**config.mk**
```make
export PLATFORM = sky130hd
export DESIGN_NAME = vdp2_vram_sched_flat
export DESIGN_NICKNAME = d
export VERILOG_FILES = /design/src/rtl/vdp2_vram_sched_if.sv /design/src/rtl/vdp2_vram_sched.sv /design/src/flat_wrapper.sv
export SDC_FILE = /design/constraint.sdc
export NUM_CORES = 1
export LEC_CHECK = 0
export BUFFER_PORTS_ARGS = -buffer_cell sky130_fd_sc_hd__buf_2
export CAP_MARGIN = 20
export CORE_AREA = 2 2 130 132
export CTS_BUF_LIST = sky130_fd_sc_hd__clkbuf_4 sky130_fd_sc_hd__clkbuf_8
export DETAILED_ROUTE_END_ITERATION = 7
export DIE_AREA = 0 0 132 134
export MAX_ROUTING_LAYER = met4
export PLACE_DENSITY = 0.79
export REMOVE_ABC_BUFFERS = 1
export SLEW_MARGIN = 20
export SYNTH_ARGS = -nofsm -noshare
export SYNTH_HDL_FRONTEND = slang
export SYNTH_SLANG_ARGS = --single-unit
```
**constraint.sdc**
```tcl
create_clock -name clk -period 6.55 [get_ports clk]
set_clock_uncertainty 0.05 [all_clocks]
set_input_delay 0.655 -clock clk [delete_from_list [all_inputs] [get_ports clk]]
set_output_delay 0.655 -clock clk [all_outputs]
set_load 0.02 [all_outputs]
```
**src/rtl/vdp2_vram_sched_if.sv**
```systemverilog
`default_nettype none
// ============================================================================
// Module      : vdp2_vram_sched_if
// Description : Bundle of the VDP2 per-bank VRAM scheduler signals. Names
//               carry the i_/o_ direction of the scheduler itself.
//               slave  : the scheduler (vdp2_vram_sched).
//               master : the surroundings (fetch logic, CPU port, VRAM bank).
//               Groups : slot control (ce_r, slot_res, blank, cyc_pat, slot),
//                        fetch port (fetch_en, fa, fd, fd_valid, fd_id),
//                        CPU port (cpu_req/we/a/d/be, cpu_ack, cpu_q),
//                        VRAM port (ra_a, ra_d, ra_we, ra_be, ra_q).
// Revision    : 1.0  initial release
// ============================================================================
interface vdp2_vram_sched_if #(
    parameter int AW = 19,
    parameter int DW = 16
);
    // slot control
    logic              i_ce_r;
    logic              i_slot_res;
    logic              i_blank;
    logic [31:0]       i_cyc_pat;
    logic [2:0]        o_slot;
    // background fetch port
    logic [7:0]        i_fetch_en;
    logic [8*AW-1:0]   i_fa;
    logic [DW-1:0]     o_fd;
    logic              o_fd_valid;
    logic [2:0]        o_fd_id;
    // CPU port
    logic              i_cpu_req;
    logic              i_cpu_we;
    logic [AW-1:0]     i_cpu_a;
    logic [DW-1:0]     i_cpu_d;
    logic [1:0]        i_cpu_be;
    logic              o_cpu_ack;
    logic [DW-1:0]     o_cpu_q;
    // VRAM bank port
    logic [AW-1:0]     o_ra_a;
    logic [DW-1:0]     o_ra_d;
    logic              o_ra_we;
    logic [1:0]        o_ra_be;
    logic [DW-1:0]     i_ra_q;

    modport slave (
        input  i_ce_r, i_slot_res, i_blank, i_cyc_pat,
        input  i_fetch_en, i_fa,
        input  i_cpu_req, i_cpu_we, i_cpu_a, i_cpu_d, i_cpu_be,
        input  i_ra_q,
        output o_slot, o_fd, o_fd_valid, o_fd_id,
        output o_cpu_ack, o_cpu_q,
        output o_ra_a, o_ra_d, o_ra_we, o_ra_be
    );

    modport master (
        output i_ce_r, i_slot_res, i_blank, i_cyc_pat,
        output i_fetch_en, i_fa,
        output i_cpu_req, i_cpu_we, i_cpu_a, i_cpu_d, i_cpu_be,
        output i_ra_q,
        input  o_slot, o_fd, o_fd_valid, o_fd_id,
        input  o_cpu_ack, o_cpu_q,
        input  o_ra_a, o_ra_d, o_ra_we, o_ra_be
    );
endinterface
`default_nettype wire

```
**src/rtl/vdp2_vram_sched.sv**
```systemverilog
`default_nettype none
// ============================================================================
// Module      : vdp2_vram_sched
// Description : Per-bank VRAM access scheduler for VDP2. VRAM time is split
//               into eight slots; a 32-bit cycle pattern gives each slot to a
//               background fetch ID (0-7), to the CPU (E/F) or to idle
//               (8-D). BLANK hands every slot to the CPU. Reads return one
//               slot after issue to the owner latched at issue time.
// Ports       : clk    - system clock
//               rst_n  - asynchronous active-low reset
//               bus    - vdp2_vram_sched_if.slave (slot control, fetch port,
//                        CPU port, VRAM port)
// Parameters  : AW - VRAM word-address width, DW - VRAM data width
// Revision    : 1.0  initial release
// ============================================================================
module vdp2_vram_sched #(
    parameter int AW = 19,
    parameter int DW = 16
) (
    input  logic                    clk,
    input  logic                    rst_n,
    vdp2_vram_sched_if.slave        bus
);

    // Owner of the read currently in flight. A read is always captured on
    // the very next CE_R edge, so at most one can be outstanding.
    typedef enum logic [1:0] {
        RD_IDLE  = 2'd0,
        RD_FETCH = 2'd1,
        RD_CPU   = 2'd2
    } rd_state_t;

    rd_state_t         r_rd_state;
    rd_state_t         w_rd_state_nxt;

    logic [2:0]        r_slot,     w_slot_nxt;
    logic [2:0]        r_rd_id,    w_rd_id_nxt;
    logic [AW-1:0]     r_ra_a,     w_ra_a_nxt;
    logic [DW-1:0]     r_ra_d,     w_ra_d_nxt;
    logic              r_ra_we,    w_ra_we_nxt;
    logic [1:0]        r_ra_be,    w_ra_be_nxt;
    logic [DW-1:0]     r_fd,       w_fd_nxt;
    logic              r_fd_valid, w_fd_valid_nxt;
    logic [2:0]        r_fd_id,    w_fd_id_nxt;
    logic              r_cpu_ack,  w_cpu_ack_nxt;
    logic [DW-1:0]     r_cpu_q,    w_cpu_q_nxt;

    // Slot decode, done for the slot being entered on this CE_R edge
    logic [2:0]        w_slot_adv;
    logic [3:0]        w_code;
    logic [AW-1:0]     w_fa_sel;
    logic              w_cpu_slot;
    logic              w_fetch_issue;
    logic              w_cpu_issue;

    always_comb begin
        w_slot_adv = bus.i_slot_res ? 3'd0 : r_slot + 3'd1;

        // Slot 0 lives in the most significant nibble of the pattern
        case (w_slot_adv)
            3'd0:    w_code = bus.i_cyc_pat[31:28];
            3'd1:    w_code = bus.i_cyc_pat[27:24];
            3'd2:    w_code = bus.i_cyc_pat[23:20];
            3'd3:    w_code = bus.i_cyc_pat[19:16];
            3'd4:    w_code = bus.i_cyc_pat[15:12];
            3'd5:    w_code = bus.i_cyc_pat[11:8];
            3'd6:    w_code = bus.i_cyc_pat[7:4];
            default: w_code = bus.i_cyc_pat[3:0];
        endcase

        w_fa_sel      = bus.i_fa[int'(w_code[2:0]) * AW +: AW];
        w_cpu_slot    = bus.i_blank || (w_code[3:1] == 3'b111);
        w_fetch_issue = !bus.i_blank && !w_code[3] && bus.i_fetch_en[w_code[2:0]];

        // A CPU read still awaiting capture blocks the CPU port, and a request
        // seen while ACK is high is the one just completed, not a new one.
        w_cpu_issue   = w_cpu_slot && bus.i_cpu_req &&
                        (r_rd_state != RD_CPU) && !r_cpu_ack;
    end

    // Next-state / output logic
    always_comb begin
        w_rd_state_nxt = r_rd_state;
        w_slot_nxt     = r_slot;
        w_rd_id_nxt    = r_rd_id;
        w_ra_a_nxt     = r_ra_a;
        w_ra_d_nxt     = r_ra_d;
        w_ra_we_nxt    = r_ra_we;
        w_ra_be_nxt    = r_ra_be;
        w_fd_nxt       = r_fd;
        w_fd_id_nxt    = r_fd_id;
        w_cpu_q_nxt    = r_cpu_q;
        w_fd_valid_nxt = 1'b0;     // pulses last exactly one CLK
        w_cpu_ack_nxt  = 1'b0;

        if (bus.i_ce_r) begin
            w_slot_nxt     = w_slot_adv;
            w_ra_we_nxt    = 1'b0;
            w_rd_state_nxt = RD_IDLE;

            // Capture the read issued on the previous CE_R edge
            case (r_rd_state)
                RD_FETCH: begin
                    w_fd_nxt       = bus.i_ra_q;
                    w_fd_id_nxt    = r_rd_id;
                    w_fd_valid_nxt = 1'b1;
                end
                RD_CPU: begin
                    w_cpu_q_nxt    = bus.i_ra_q;
                    w_cpu_ack_nxt  = 1'b1;
                end
                default: ;
            endcase

            // Issue for the slot being entered; may share the edge with the
            // capture above, which keeps consecutive reads fully pipelined.
            if (w_fetch_issue) begin
                w_ra_a_nxt     = w_fa_sel;
                w_rd_id_nxt    = w_code[2:0];
                w_rd_state_nxt = RD_FETCH;
            end else if (w_cpu_issue) begin
                w_ra_a_nxt  = bus.i_cpu_a;
                w_ra_d_nxt  = bus.i_cpu_d;
                w_ra_be_nxt = bus.i_cpu_be;
                w_ra_we_nxt = bus.i_cpu_we;
                if (bus.i_cpu_we) begin
                    w_cpu_ack_nxt = 1'b1;   // writes complete on the issue edge
                end else begin
                    w_rd_state_nxt = RD_CPU;
                end
            end
        end
    end

    // State register
    always_ff @(posedge clk or negedge rst_n) begin
        if (!rst_n) begin
            r_rd_state <= RD_IDLE;
            r_slot     <= 3'd0;
            r_rd_id    <= 3'd0;
            r_ra_a     <= '0;
            r_ra_d     <= '0;
            r_ra_we    <= 1'b0;
            r_ra_be    <= 2'b00;
            r_fd       <= '0;
            r_fd_valid <= 1'b0;
            r_fd_id    <= 3'd0;
            r_cpu_ack  <= 1'b0;
            r_cpu_q    <= '0;
        end else begin
            r_rd_state <= w_rd_state_nxt;
            r_slot     <= w_slot_nxt;
            r_rd_id    <= w_rd_id_nxt;
            r_ra_a     <= w_ra_a_nxt;
            r_ra_d     <= w_ra_d_nxt;
            r_ra_we    <= w_ra_we_nxt;
            r_ra_be    <= w_ra_be_nxt;
            r_fd       <= w_fd_nxt;
            r_fd_valid <= w_fd_valid_nxt;
            r_fd_id    <= w_fd_id_nxt;
            r_cpu_ack  <= w_cpu_ack_nxt;
            r_cpu_q    <= w_cpu_q_nxt;
        end
    end

    assign bus.o_slot     = r_slot;
    assign bus.o_ra_a     = r_ra_a;
    assign bus.o_ra_d     = r_ra_d;
    assign bus.o_ra_we    = r_ra_we;
    assign bus.o_ra_be    = r_ra_be;
    assign bus.o_fd       = r_fd;
    assign bus.o_fd_valid = r_fd_valid;
    assign bus.o_fd_id    = r_fd_id;
    assign bus.o_cpu_ack  = r_cpu_ack;
    assign bus.o_cpu_q    = r_cpu_q;

endmodule
`default_nettype wire

```
**src/flat_wrapper.sv**
```systemverilog
// flat-port wrapper written by rule: the top's interface ports become plain ports
module vdp2_vram_sched_flat 
#(
    parameter int AW = 19,
    parameter int DW = 16
)
  (clk, rst_n, bus_i_ce_r, bus_i_slot_res, bus_i_blank, bus_i_cyc_pat, bus_i_fetch_en, bus_i_fa, bus_i_cpu_req, bus_i_cpu_we, bus_i_cpu_a, bus_i_cpu_d, bus_i_cpu_be, bus_i_ra_q, bus_o_slot, bus_o_fd, bus_o_fd_valid, bus_o_fd_id, bus_o_cpu_ack, bus_o_cpu_q, bus_o_ra_a, bus_o_ra_d, bus_o_ra_we, bus_o_ra_be);
  vdp2_vram_sched_if #(.AW(AW), .DW(DW)) bus_i ();
  input  logic clk;
  input  logic rst_n;
  input wire logic [$bits(bus_i.i_ce_r)-1:0] bus_i_ce_r;
  input wire logic [$bits(bus_i.i_slot_res)-1:0] bus_i_slot_res;
  input wire logic [$bits(bus_i.i_blank)-1:0] bus_i_blank;
  input wire logic [$bits(bus_i.i_cyc_pat)-1:0] bus_i_cyc_pat;
  input wire logic [$bits(bus_i.i_fetch_en)-1:0] bus_i_fetch_en;
  input wire logic [$bits(bus_i.i_fa)-1:0] bus_i_fa;
  input wire logic [$bits(bus_i.i_cpu_req)-1:0] bus_i_cpu_req;
  input wire logic [$bits(bus_i.i_cpu_we)-1:0] bus_i_cpu_we;
  input wire logic [$bits(bus_i.i_cpu_a)-1:0] bus_i_cpu_a;
  input wire logic [$bits(bus_i.i_cpu_d)-1:0] bus_i_cpu_d;
  input wire logic [$bits(bus_i.i_cpu_be)-1:0] bus_i_cpu_be;
  input wire logic [$bits(bus_i.i_ra_q)-1:0] bus_i_ra_q;
  output wire logic [$bits(bus_i.o_slot)-1:0] bus_o_slot;
  output wire logic [$bits(bus_i.o_fd)-1:0] bus_o_fd;
  output wire logic [$bits(bus_i.o_fd_valid)-1:0] bus_o_fd_valid;
  output wire logic [$bits(bus_i.o_fd_id)-1:0] bus_o_fd_id;
  output wire logic [$bits(bus_i.o_cpu_ack)-1:0] bus_o_cpu_ack;
  output wire logic [$bits(bus_i.o_cpu_q)-1:0] bus_o_cpu_q;
  output wire logic [$bits(bus_i.o_ra_a)-1:0] bus_o_ra_a;
  output wire logic [$bits(bus_i.o_ra_d)-1:0] bus_o_ra_d;
  output wire logic [$bits(bus_i.o_ra_we)-1:0] bus_o_ra_we;
  output wire logic [$bits(bus_i.o_ra_be)-1:0] bus_o_ra_be;
  assign bus_i.i_ce_r = bus_i_ce_r;
  assign bus_i.i_slot_res = bus_i_slot_res;
  assign bus_i.i_blank = bus_i_blank;
  assign bus_i.i_cyc_pat = bus_i_cyc_pat;
  assign bus_i.i_fetch_en = bus_i_fetch_en;
  assign bus_i.i_fa = bus_i_fa;
  assign bus_i.i_cpu_req = bus_i_cpu_req;
  assign bus_i.i_cpu_we = bus_i_cpu_we;
  assign bus_i.i_cpu_a = bus_i_cpu_a;
  assign bus_i.i_cpu_d = bus_i_cpu_d;
  assign bus_i.i_cpu_be = bus_i_cpu_be;
  assign bus_i.i_ra_q = bus_i_ra_q;
  assign bus_o_slot = bus_i.o_slot;
  assign bus_o_fd = bus_i.o_fd;
  assign bus_o_fd_valid = bus_i.o_fd_valid;
  assign bus_o_fd_id = bus_i.o_fd_id;
  assign bus_o_cpu_ack = bus_i.o_cpu_ack;
  assign bus_o_cpu_q = bus_i.o_cpu_q;
  assign bus_o_ra_a = bus_i.o_ra_a;
  assign bus_o_ra_d = bus_i.o_ra_d;
  assign bus_o_ra_we = bus_i.o_ra_we;
  assign bus_o_ra_be = bus_i.o_ra_be;
  vdp2_vram_sched #(.AW(AW), .DW(DW)) u_core (.clk(clk), .rst_n(rst_n), .bus(bus_i));
endmodule
```
==> run_results.csv, run 1 <==
group,metric,value,unit
sta,timing.slew.headroom,26.9,%
synth,seq_area_frac_synth,35.1,%
placement,post-place-ws,1.44,ns
worst_setup_path,worstPathCellList,"ha_1 > xnor2_1 > mux2_2 > a32oi_1 > a41oi_2 > and3_1 > a22oi_1 > a31o_1 > o221ai_1",
power,p_per_area,357,mW/mm2
status,status,"finished, final reports clean",
placement,hpwlAfterDp,16.6,mm
sta,rsz0062_at_grt,"no",
clock_tree,clkSinkCount,83,
sta,postLayoutSetupSlackWorst,1.41,ns
synth,synth_cell_types,48,
synth,yosys.area.top_type_share,35.1,%
worst_setup_path,cp_max_fo,20,
placement,placed_cells,1229,
worst_setup_path,worstPathRequired,6.71,ns
route,wl_met2,11.4,mm
sta,setup_violations,0,
route,drt_first_pass_iters,5,
floorplan,die-width,132,um
placement,io_buffers,329,
power,vdd_drop_max,0.000169,V
flow_run,cap_violations,0,
worst_setup_path,r2r_slack,1.41,ns
sta,tightest_slew,1.10,ns
floorplan,die_area,0.0177,mm2
layout,drive_gt1_share,38.9,%
sta,timing.hold.ws,0.291,ns
sta,final.period_utilization,78.5,%
clock_tree,cts_setup_buffers,0,
floorplan,io_pins,330,
power,power,2.82,mW
worst_setup_path,arrival,5.31,ns
worst_setup_path,cpMaxStageDelayCell,"a31o_1",
synth,synth_edf_count,0,
global_route,overflow,0,
global_route,antenna_found_initial,2,
clock_tree,cts_buffers,9,
synth,synth_ff_type,"dfrtp_1",
worst_setup_path,r2r_start,"u_core.bus.o_slot[0]",
min_path,holdCritPathClass,"in -> async",
sta,slew_viol_final,0,
clock_tree,cts_tree,"yes",
clock_tree,worstSkewPairLatency,0.37,ns
worst_setup_path,cp-end-kind,"flop",
clock_tree,max-clock-path-buffers,2,
clock_tree,holdBufCountCts,0,
global_route,grt_pass1_vias,6806,
synth,yosysTopAreaCell,"dfrtp_1",
route,routed_via_density,5.73,
worst_setup_path,reg2reg_depth,9,
route,route.detailed.drc,0,
route,dr_wl_met3,2.21,mm
clock_tree,cts_resized,0,
placement,place_area,0.00770,mm2
floorplan,fp.coreArea,0.0163,mm2
route,highest_layer,"met4",
clock_tree,root_buffer,"clkbuf_8",
floorplan,core.rowCount,47,
route,post_drt_wl_per_cell,18.7,um
synth,yosysMostFrequentCell,"nand2_1",
worst_setup_path,slowest_delay,0.90,ns
synth,netlist_area,0.00592,mm2
layout,fin_nets,1273,
global_route,grt_usage,26.1,%
worst_setup_path,start_kind,"flop",
sta,min_period,5.14,ns
route,drtIter0Drc,610,
sta,hold_viol_final,0,
worst_setup_path,critPathKind,"reg -> reg",
synth,syn_area_per_cell,7.97,um2
clock_tree,path_clk_slew,0.09,ns
synth,yosysWarnings,0,
synth,ys_ff_latch,83,
synth,postSynth.asyncResetShare,100,%
synth,synth_common_cells,"157 x nand2_1, 83 x dfrtp_1, 82 x nand3_1",
route,wl_met1,9.11,mm
floorplan,start_util,36.3,%
worst_setup_path,cp_num_buf_inv,0,
floorplan,dieHeight,134,um
worst_setup_path,critical-path-top-delay-family,"compound AO/OA/AOI/OAI gates",
layout,areaGrowthSynthToFinish,33.3,%
layout,postLayoutCellArea,0.00789,mm2
synth,netlist_top_cells_area,"dfrtp_1 35%, nand2_1 10%, a22oi_1 7.6%",
synth,netlist_instances,742,
worst_setup_path,r2r_end,"u_core.bus.o_ra_a[0]",
route,postRouteAntennaNets,0,
clock_tree,htreeDepth,3,
route,wl,23.3,mm
placement,gp_congestion,0.853,
layout,final_cells,1247,
power,power.leakage,3.95,nW
sta,max_freq,194,MHz
global_route,grt_max_degree,84,
global_route,grt_pass1_wl,35.9,mm
route,num_vias,7151,
layer usage:
layer / track usage (%) / up-vias
met1: 31.8 / 3313
met3: 4.61 / 43
met4: 9.54 / 0
li1: - / 3349
met5: - / -
met2: 43.5 / 446
metrics by stage:
step	TNS, ns	util, %
after floorplan	-11.18	-
after global placement	0	47.2
after detailed placement	0	47.2
after CTS	0	48.4
after global routing	0	48.4
final	0	48.4
power breakdown:
part	total (mW)	switching (mW)	internal [mW]
clock network	0.354	0.207	0.147
logic	1.63	1.02	0.607
registers	0.837	0.113	0.724
total	2.82	1.34	1.48
area by class of cell:
class | instances | area, um2
clock inverters | 6 | 48.8
fillers | 1620 | 8400
flip-flops and latches | 83 | 2080
well taps | 220 | 275
clock buffers | 10 | 131
inverters | 25 | 93.8
multi-input cells | 562 | 3530
diodes | 2 | 5.00
repair buffers | 339 | 1730
cells in the final DEF, fill, tap and decap left out, types with 6 or more instances in the layout:
master | Yosys | routed
nand3_1 | 82 | 81
a31oi_1 | 59 | 59
mux2_2 | 20 | 20
buf_2 | 9 | 328
buf_4 | 0 | 10
nand4_1 | 20 | 20
a22oi_1 | 60 | 60
clkbuf_8 | 0 | 9
nand2_1 | 157 | 157
o221ai_1 | 9 | 9
nor2_1 | 6 | 6
dfrtp_1 | 83 | 83
mux2i_1 | 10 | 10
o221ai_2 | 10 | 10
and3_1 | 59 | 58
a32oi_1 | 21 | 20
inv_1 | 24 | 24
worst register-to-register path: cells and delay by family (launching register included):
kind	cells	cell delay [ns]
AO/OA/AOI/OAI	5	2.14
XOR/XNOR	1	0.77
adder cells (fa/ha/maj)	1	0.37
flip-flops	1	0.58
multiplexers	1	0.42
AND/OR/NAND/NOR	1	0.67
how the worst max path moves through the flow:
| stage | startpoint | to | slack, ns | cells past startpoint |
|---|---|---|---|---|
| after floorplan | u_core.bus.o_slot[0] | u_core.bus.o_ra_a[16] | -0.61 | 9 |
| after global placement | u_core.bus.o_slot[0] | u_core.bus.o_ra_a[16] | 1.57 | 9 |
| after detailed placement | u_core.bus.o_slot[0] | u_core.bus.o_ra_a[0] | 1.44 | 9 |
| after CTS | u_core.bus.o_slot[0] | u_core.bus.o_ra_a[0] | 1.47 | 9 |
| after global routing | u_core.bus.o_slot[0] | u_core.bus.o_ra_a[1] | 1.10 | 9 |
| final | u_core.bus.o_slot[0] | u_core.bus.o_ra_a[0] | 1.41 | 9 |
flip-flops by register name, indices dropped and copies added, names as in the netlist, 3 cells and up:
| register | count |
|---|---|
| u_core.bus.o_fd_id | 3 |
| u_core.bus.o_ra_a | 19 |
| u_core.bus.o_fd | 16 |
| u_core.bus.o_ra_d | 16 |
| u_core.bus.o_cpu_q | 16 |
| u_core.bus.o_slot | 3 |
| u_core.r_rd_id | 3 |
logic make-up after synthesis:
family / share of synthesized area [%]
XOR/XNOR: 0.296
buffers and inverters: 6.73
flip-flops: 35.1
AND/OR/NAND/NOR: 27.5
multiplexers: 5.75
adder cells (fa/ha/maj): 0.211
AO/OA/AOI/OAI: 24.4
No activity file was read; power rests on OpenSTA's default activity.
==> run 2, diff against run 1 <==
--- a/config.mk
+++ b/config.mk
@@ -7,12 +7,12 @@
 export LEC_CHECK = 0
 export BUFFER_PORTS_ARGS = -buffer_cell sky130_fd_sc_hd__buf_2
 export CAP_MARGIN = 20
-export CORE_AREA = 2 2 130 132
+export CORE_AREA = 2 2 127 129
 export CTS_BUF_LIST = sky130_fd_sc_hd__clkbuf_4 sky130_fd_sc_hd__clkbuf_8
 export DETAILED_ROUTE_END_ITERATION = 7
-export DIE_AREA = 0 0 132 134
+export DIE_AREA = 0 0 129 131
 export MAX_ROUTING_LAYER = met4
-export PLACE_DENSITY = 0.79
+export PLACE_DENSITY = 0.82
 export REMOVE_ABC_BUFFERS = 1
 export SLEW_MARGIN = 20
 export SYNTH_ARGS = -nofsm -noshare
==> constraint.sdc (replaced) <==
create_clock -name clk -period 5.2 [get_ports clk]
set_clock_uncertainty 0.05 [all_clocks]
set_input_delay 0.52 -clock clk [delete_from_list [all_inputs] [get_ports clk]]
set_output_delay 0.52 -clock clk [all_outputs]
set_load 0.02 [all_outputs]
==> run 2 against run 1 <==
Sequential share of layout area decreased by 0.26 points. Flip-flop and latch count unchanged. Non-clock buffer count increased by 6. Worst setup slack got worse by 0.34 ns. Largest power group unchanged. Count of clock-buffer cells in the layout decreased by 1. Via count increased by 2.0%. Highest routed layer unchanged. First-iteration DRC count increased by 13%.
==> run_results.csv, run 2 (same netlist as run 1, synthesis figures left out) <==
group,metric,value,unit
layout,drive_gt1_share,39.3,%
route,wl,23.2,mm
worst_setup_path,cp_max_fo,19,
layout,num_antenna_cells,0,
global_route,grt_usage,26.6,%
placement,place_area,0.00774,mm2
power,vdd_drop_max,0.000201,V
worst_setup_path,cp-end-kind,"flop",
clock_tree,max-clock-path-buffers,2,
floorplan,core.rowCount,46,
route,postRouteAntennaNets,0,
power,power.leakage,4.00,nW
route,drtIter0Drc,689,
floorplan,die_area,0.0169,mm2
clock_tree,cts_tree,"yes",
placement,gp_congestion,0.898,
min_path,holdCritPathClass,"in -> async",
placement,hpwlAfterDp,16.3,mm
sta,min_period,4.14,ns
floorplan,start_util,37.9,%
power,p_per_area,461,mW/mm2
clock_tree,clkSinkCount,83,
route,route.detailed.drc,0,
layout,fin_nets,1279,
layout,final_common_cell,"buf_2",
sta,final.period_utilization,79.5,%
route,num_vias,7292,
layout,largest_reg_flops,19,
layout,fillCellCount,1520,
layout,seq_area,0.00208,mm2
sta,max_freq,242,MHz
clock_tree,cts_buffers,9,
floorplan,fp.coreArea,0.0156,mm2
sta,timing.hold.ws,0.0660,ns
clock_tree,cts_resized,0,
floorplan,die-width,129,um
sta,tightest_slew,1.05,ns
sta,slew_viol_final,0,
route,drt_first_pass_iters,8,
worst_setup_path,reg2reg_depth,9,
floorplan,io_pins,330,
global_route,overflow,0,
worst_setup_path,r2r_slack,1.06,ns
clock_tree,worstSkewPairLatency,0.36,ns
clock_tree,root_buffer,"clkbuf_8",
layout,mostFrequentLayoutCells,"328 x buf_2, 157 x nand2_1, 83 x dfrtp_1",
worst_setup_path,worstPathRequired,5.35,ns
floorplan,dieHeight,131,um
route,post_drt_wl_per_cell,18.6,um
worst_setup_path,r2r_start,"u_core.bus.o_slot[0]",
layout,multiInputGateArea,0.00353,mm2
global_route,grt_pass1_wl,34.4,mm
global_route,grt_pass1_vias,6870,
layout,postLayoutCellArea,0.00796,mm2
clock_tree,holdBufCountCts,0,
clock_tree,path_clk_slew,0.10,ns
placement,io_buffers,329,
sta,timing.slew.headroom,29.9,%
worst_setup_path,arrival,4.29,ns
flow_run,cap_violations,0,
sta,rsz0062_at_grt,"no",
global_route,grt_max_degree,77,
clock_tree,cts_setup_buffers,0,
clock_tree,htreeDepth,3,
worst_setup_path,critPathKind,"reg -> reg",
worst_setup_path,r2r_end,"u_core.bus.o_ra_a[5]",
layout,areaGrowthSynthToFinish,34.6,%
status,status,"finished, final reports clean",
sta,hold_viol_final,0,
route,routed_via_density,5.85,
global_route,antenna_found_initial,0,
sta,setup_violations,0,
worst_setup_path,start_kind,"flop",
-- run 2: area by class of cell --
| cell class | count | share of cell area [%] |
|---|---|---|
| multi-input cells | 562 | 44.3 |
| well taps | 216 | 3.39 |
| clock inverters | 7 | 1.29 |
| inverters | 25 | 1.18 |
| flip-flops and latches | 83 | 26.1 |
| repair buffers | 345 | 22.2 |
| clock buffers | 9 | 1.56 |
-- run 2: worst max-delay path, stage by stage, from the launching register on --
cell       delay (ns)
dfrtp_1          0.65
ha_1             0.43
nor3b_1          0.22
a221oi_1         0.67
a2bb2oi_4        0.18
a21o_1           0.26
mux2i_1          0.15
a22oi_1          0.26
a31o_1           0.89
o221ai_1         0.20
-- run 2: layer usage --
| layer | share of wire (%) | global-route usage, % | vias up |
|---|---|---|---|
| met2 | 48 | 43.8 | 499 |
| met1 | 39 | 32.5 | 3362 |
| li1 | - | - | 3358 |
| met4 | 3.2 | 11.4 | 0 |
| met5 | 0 | - | - |
| met3 | 9.2 | 4.32 | 73 |
-- run 2: power breakdown --
group          leakage (nW)  switching (mW)  internal, mW  total (mW)
logic                  2.86            1.29         0.776        2.06
registers              1.02           0.143         0.912        1.05
clock network         0.117           0.274         0.279       0.553
-- run 2: worst max path at each step --
stage / startpoint / endpoint
2_1_floorplan: u_core.bus.o_slot[0] / u_core.bus.o_ra_a[16]
3_3_place_gp: u_core.bus.o_slot[0] / u_core.bus.o_ra_a[16]
3_5_place_dp: u_core.bus.o_slot[0] / u_core.bus.o_ra_a[3]
4_1_cts: u_core.bus.o_slot[0] / u_core.bus.o_ra_a[4]
5_1_grt: u_core.bus.o_slot[0] / u_core.bus.o_ra_a[0]
6_report: u_core.bus.o_slot[0] / u_core.bus.o_ra_a[5]
-- run 2: through the flow --
stage	util, %	setup slack (ns)	instances	power, mW	setup TNS (ns)
finish	51.1	1.06	1247	3.67	0
CTS	51.1	1.02	1247	3.68	0
detailed placement	49.6	1.03	1231	3.12	0
floorplan	-	-1.96	670	2.35	-38.58
global placement	49.6	1.13	1231	3.07	0
global route	51.1	0.717	1247	3.93	0
==> run 3, diff against run 2 <==
--- a/config.mk
+++ b/config.mk
@@ -5,12 +5,13 @@
 export SDC_FILE = /design/constraint.sdc
 export NUM_CORES = 1
 export LEC_CHECK = 0
+export ABC_AREA = 1
 export BUFFER_PORTS_ARGS = -buffer_cell sky130_fd_sc_hd__buf_2
 export CAP_MARGIN = 20
-export CORE_AREA = 2 2 127 129
+export CORE_AREA = 2 2 128 130
 export CTS_BUF_LIST = sky130_fd_sc_hd__clkbuf_4 sky130_fd_sc_hd__clkbuf_8
 export DETAILED_ROUTE_END_ITERATION = 7
-export DIE_AREA = 0 0 129 131
+export DIE_AREA = 0 0 130 132
 export MAX_ROUTING_LAYER = met4
 export PLACE_DENSITY = 0.82
 export REMOVE_ABC_BUFFERS = 1
==> constraint.sdc (replaced) <==
create_clock -name clk -period 4.1 [get_ports clk]
set_clock_uncertainty 0.05 [all_clocks]
set_input_delay 0.41 -clock clk [delete_from_list [all_inputs] [get_ports clk]]
set_output_delay 0.41 -clock clk [all_outputs]
set_load 0.02 [all_outputs]
==> run 3 against run 2 <==
Utilization increased by 0.20 points. Fmax increased by 16%. Power is 11% higher. Worst setup slack worse by 0.53 ns. Synthesized area grew 3.5%. Non-clock buffer count down 4. Combinational power rose by 7%. Synthesized cell count grew 36%. Wire length is 8.1% lower. Critical path depth increased by 8. Hold slack worse by 0.048 ns. Cell count up 23%. Critical path type unchanged.
==> run_results.csv, run 3 <==
group,metric,value,unit
global_route,grt_pass1_vias,6836,
clock_tree,cts_setup_buffers,0,
route,drtIter0Drc,531,
clock_tree,max-clock-path-buffers,2,
clock_tree,htreeDepth,3,
power,clkPwrFrac,13.3,%
sta,timing.hold.ws,0.0175,ns
placement,post-place-ws,0.588,ns
floorplan,die-width,130,um
sta,rsz0062_at_grt,"no",
sta,timing.slew.headroom,37.3,%
synth,yosys.area.top_type_share,33.9,%
floorplan,fp.coreArea,0.0157,mm2
clock_tree,path_clk_slew,0.09,ns
power,p_sw_share,48.1,%
worst_setup_path,critPathKind,"reg -> reg",
synth,synth_common_cells,"392 x nand2_1, 202 x nand3_1, 177 x inv_1",
layout,final_common_cell,"nand2_1",
global_route,grt_usage,24.9,%
sta,setup_violations,0,
route,post_drt_wl_per_cell,13.9,um
min_path,holdCritPathClass,"in -> async",
synth,synth_top_family_by_area,"simple AND/OR/NAND/NOR gates",
synth,synth_compound_area_share,4.96,%
layout,fin_nets,1559,
power,intPower,2.11,mW
sta,tightest_slew,0.938,ns
clock_tree,cts_tree,"yes",
synth,yosysTopAreaCell,"dfrtp_1",
synth,ys_ff_latch,83,
synth,postSynth.asyncResetShare,100,%
worst_setup_path,slowest_delay,0.49,ns
synth,yosys.area_share.simple,45.2,%
layout,largest_reg_flops,19,
synth,synthMuxAreaShare,0,%
synth,synth_edf_count,0,
synth,yosys.area_share.adder,0.204,%
route,num_vias,7349,
floorplan,io_pins,330,
worst_setup_path,cp-end-kind,"flop",
floorplan,dieHeight,132,um
placement,placed_cells,1511,
synth,seq_area_frac_synth,33.9,%
worst_setup_path,crit_top_cell,"nand2_1",
route,route.detailed.drc,0,
worst_setup_path,worstPathRequired,4.35,ns
layout,areaGrowthSynthToFinish,31.5,%
global_route,grt_pass1_wl,33.0,mm
synth,netlist_top_cells_area,"dfrtp_1 34%, nand2_1 24%, nand3_1 17%",
clock_tree,cts_buffers,9,
floorplan,start_util,39.0,%
sta,max_freq,280,MHz
clock_tree,worstSkewPairLatency,0.36,ns
layout,final_cells,1529,
floorplan,core.rowCount,46,
layout,drive_gt1_share,29.6,%
placement,hpwlAfterDp,16.4,mm
worst_setup_path,start_kind,"flop",
placement,io_buffers,329,
power,seq_power_share,32.5,%
synth,synth_cell_types,37,
clock_tree,holdBufCountCts,0,
power,p_per_area,504,mW/mm2
sta,postLayoutSetupSlackWorst,0.532,ns
clock_tree,root_buffer,"clkbuf_8",
sta,final.period_utilization,87.0,%
clock_tree,clkSinkCount,83,
status,status,"finished, final reports clean",
route,drt_first_pass_iters,5,
sta,hold_viol_final,0,
global_route,grt_max_degree,59,
global_route,overflow,0,
power,switchingPower,1.95,mW
synth,synth_ff_type,"dfrtp_1",
flow_run,cap_violations,0,
worst_setup_path,worstPathCellList,"ha_1 > inv_2 > nor2_1 > nor2_1 > nand3_1 > nand2_1 > nor2_1 > nand2_4 > nand2_4 > nand2_1 > nand3_2 > nand2_2 > nand2_2 > nand4_4 > nand2_4 > nand2_1 > nand2_1",
synth,yosysMostFrequentCell,"nand2_1",
sta,tns,0,ns
route,routed_via_density,4.81,
clock_tree,cts_resized,0,
synth,syn_area_per_cell,6.06,um2
worst_setup_path,cp_max_fo,41,
layout,utilization,51.3,%
power,comb_power_share,54.1,%
floorplan,die_area,0.0172,mm2
sta,slew_viol_final,0,
synth,netlist_area,0.00612,mm2
synth,netlist_instances,1010,
placement,gp_congestion,0.927,
worst_setup_path,cp_num_buf_inv,1,
sta,min_period,3.57,ns
route,postRouteAntennaNets,0,
worst_setup_path,cpMaxStageDelayCell,"dfrtp_1",
power,power.leakage,5.22,nW
power,vdd_drop_max,0.000217,V
synth,synth-xor-area-share,0,%
worst_setup_path,arrival,3.82,ns
global_route,antenna_found_initial,2,
route,wl,21.3,mm
worst_setup_path,critical-path-top-delay-family,"simple AND/OR/NAND/NOR gates",
synth,yosysWarnings,0,
layout,mostFrequentLayoutCells,"392 x nand2_1, 328 x buf_2, 202 x nand3_1",
==> run 3: cell families (layout without fill, tap and decap cells) <==
logic type / count (synthesis) / in the layout
and+or+nand+nor: 635 / 635
buffers and inverters: 239 / 540
other: 0 / 2
AOI/OAI and AO/OA: 52 / 52
DFF: 83 / 83
adders and majority gates: 1 / 1
==> run 3: layer usage <==
metal | up-vias | global-route usage [%] | part of all wire, %
met2 | 358 | 42.4 | 49
met5 | - | - | 0
met3 | 46 | 5.60 | 9.2
met4 | 0 | 8.72 | 3.2
li1 | 3679 | - | -
met1 | 3266 | 28.6 | 38
==> run 3: worst paths after layout <==
path | to | cells past startpoint | start | slack (ns)
worst max-delay path | u_core.bus.o_ra_a[12] | 17 | u_core.bus.o_slot[0] | 0.53
worst min-delay path | u_core.bus.o_cpu_q[6] | 1 | rst_n | 0.02
worst max register to register | u_core.bus.o_ra_a[12] | 17 | u_core.bus.o_slot[0] | 0.53
worst min register to register | u_core.bus.o_fd_id[1] | 2 | u_core.bus.o_fd_id[1] | 0.43
max in group asynchronous | u_core.bus.o_ra_a[15] | 2 | rst_n | 3.07
min in group clk | u_core.bus.o_ra_d[14] | 3 | bus_i_cpu_d[14] | 0.18
==> run 3: metrics by stage <==
stage	instance area [um2]	total power, mW
global placement	7870	3.50
global route	8050	4.39
CTS	8050	4.09
finish	8050	4.06
detailed placement	7870	3.53
floorplan	5850	2.70
==> run 3: power by group through the flow <==
stage               Combinational, mW  Clock (mW)  Sequential, mW
floorplan                       0.987           0            1.72
global placement                 2.17           0            1.33
detailed placement               2.20           0            1.33
CTS                              2.21       0.563            1.32
global route                     2.44       0.594            1.36
finish                           2.20       0.541            1.32
==> run 3: layout make-up <==
class / instances / area (um2)
antenna: 2 / 5.00
clock buffer: 9 / 124
clock inverter: 7 / 51.3
fill: 1620 / 7660
inverter: 183 / 687
multi-input combinational: 688 / 3100
sequential: 83 / 2080
tap: 216 / 270
timing repair buffer: 341 / 1740
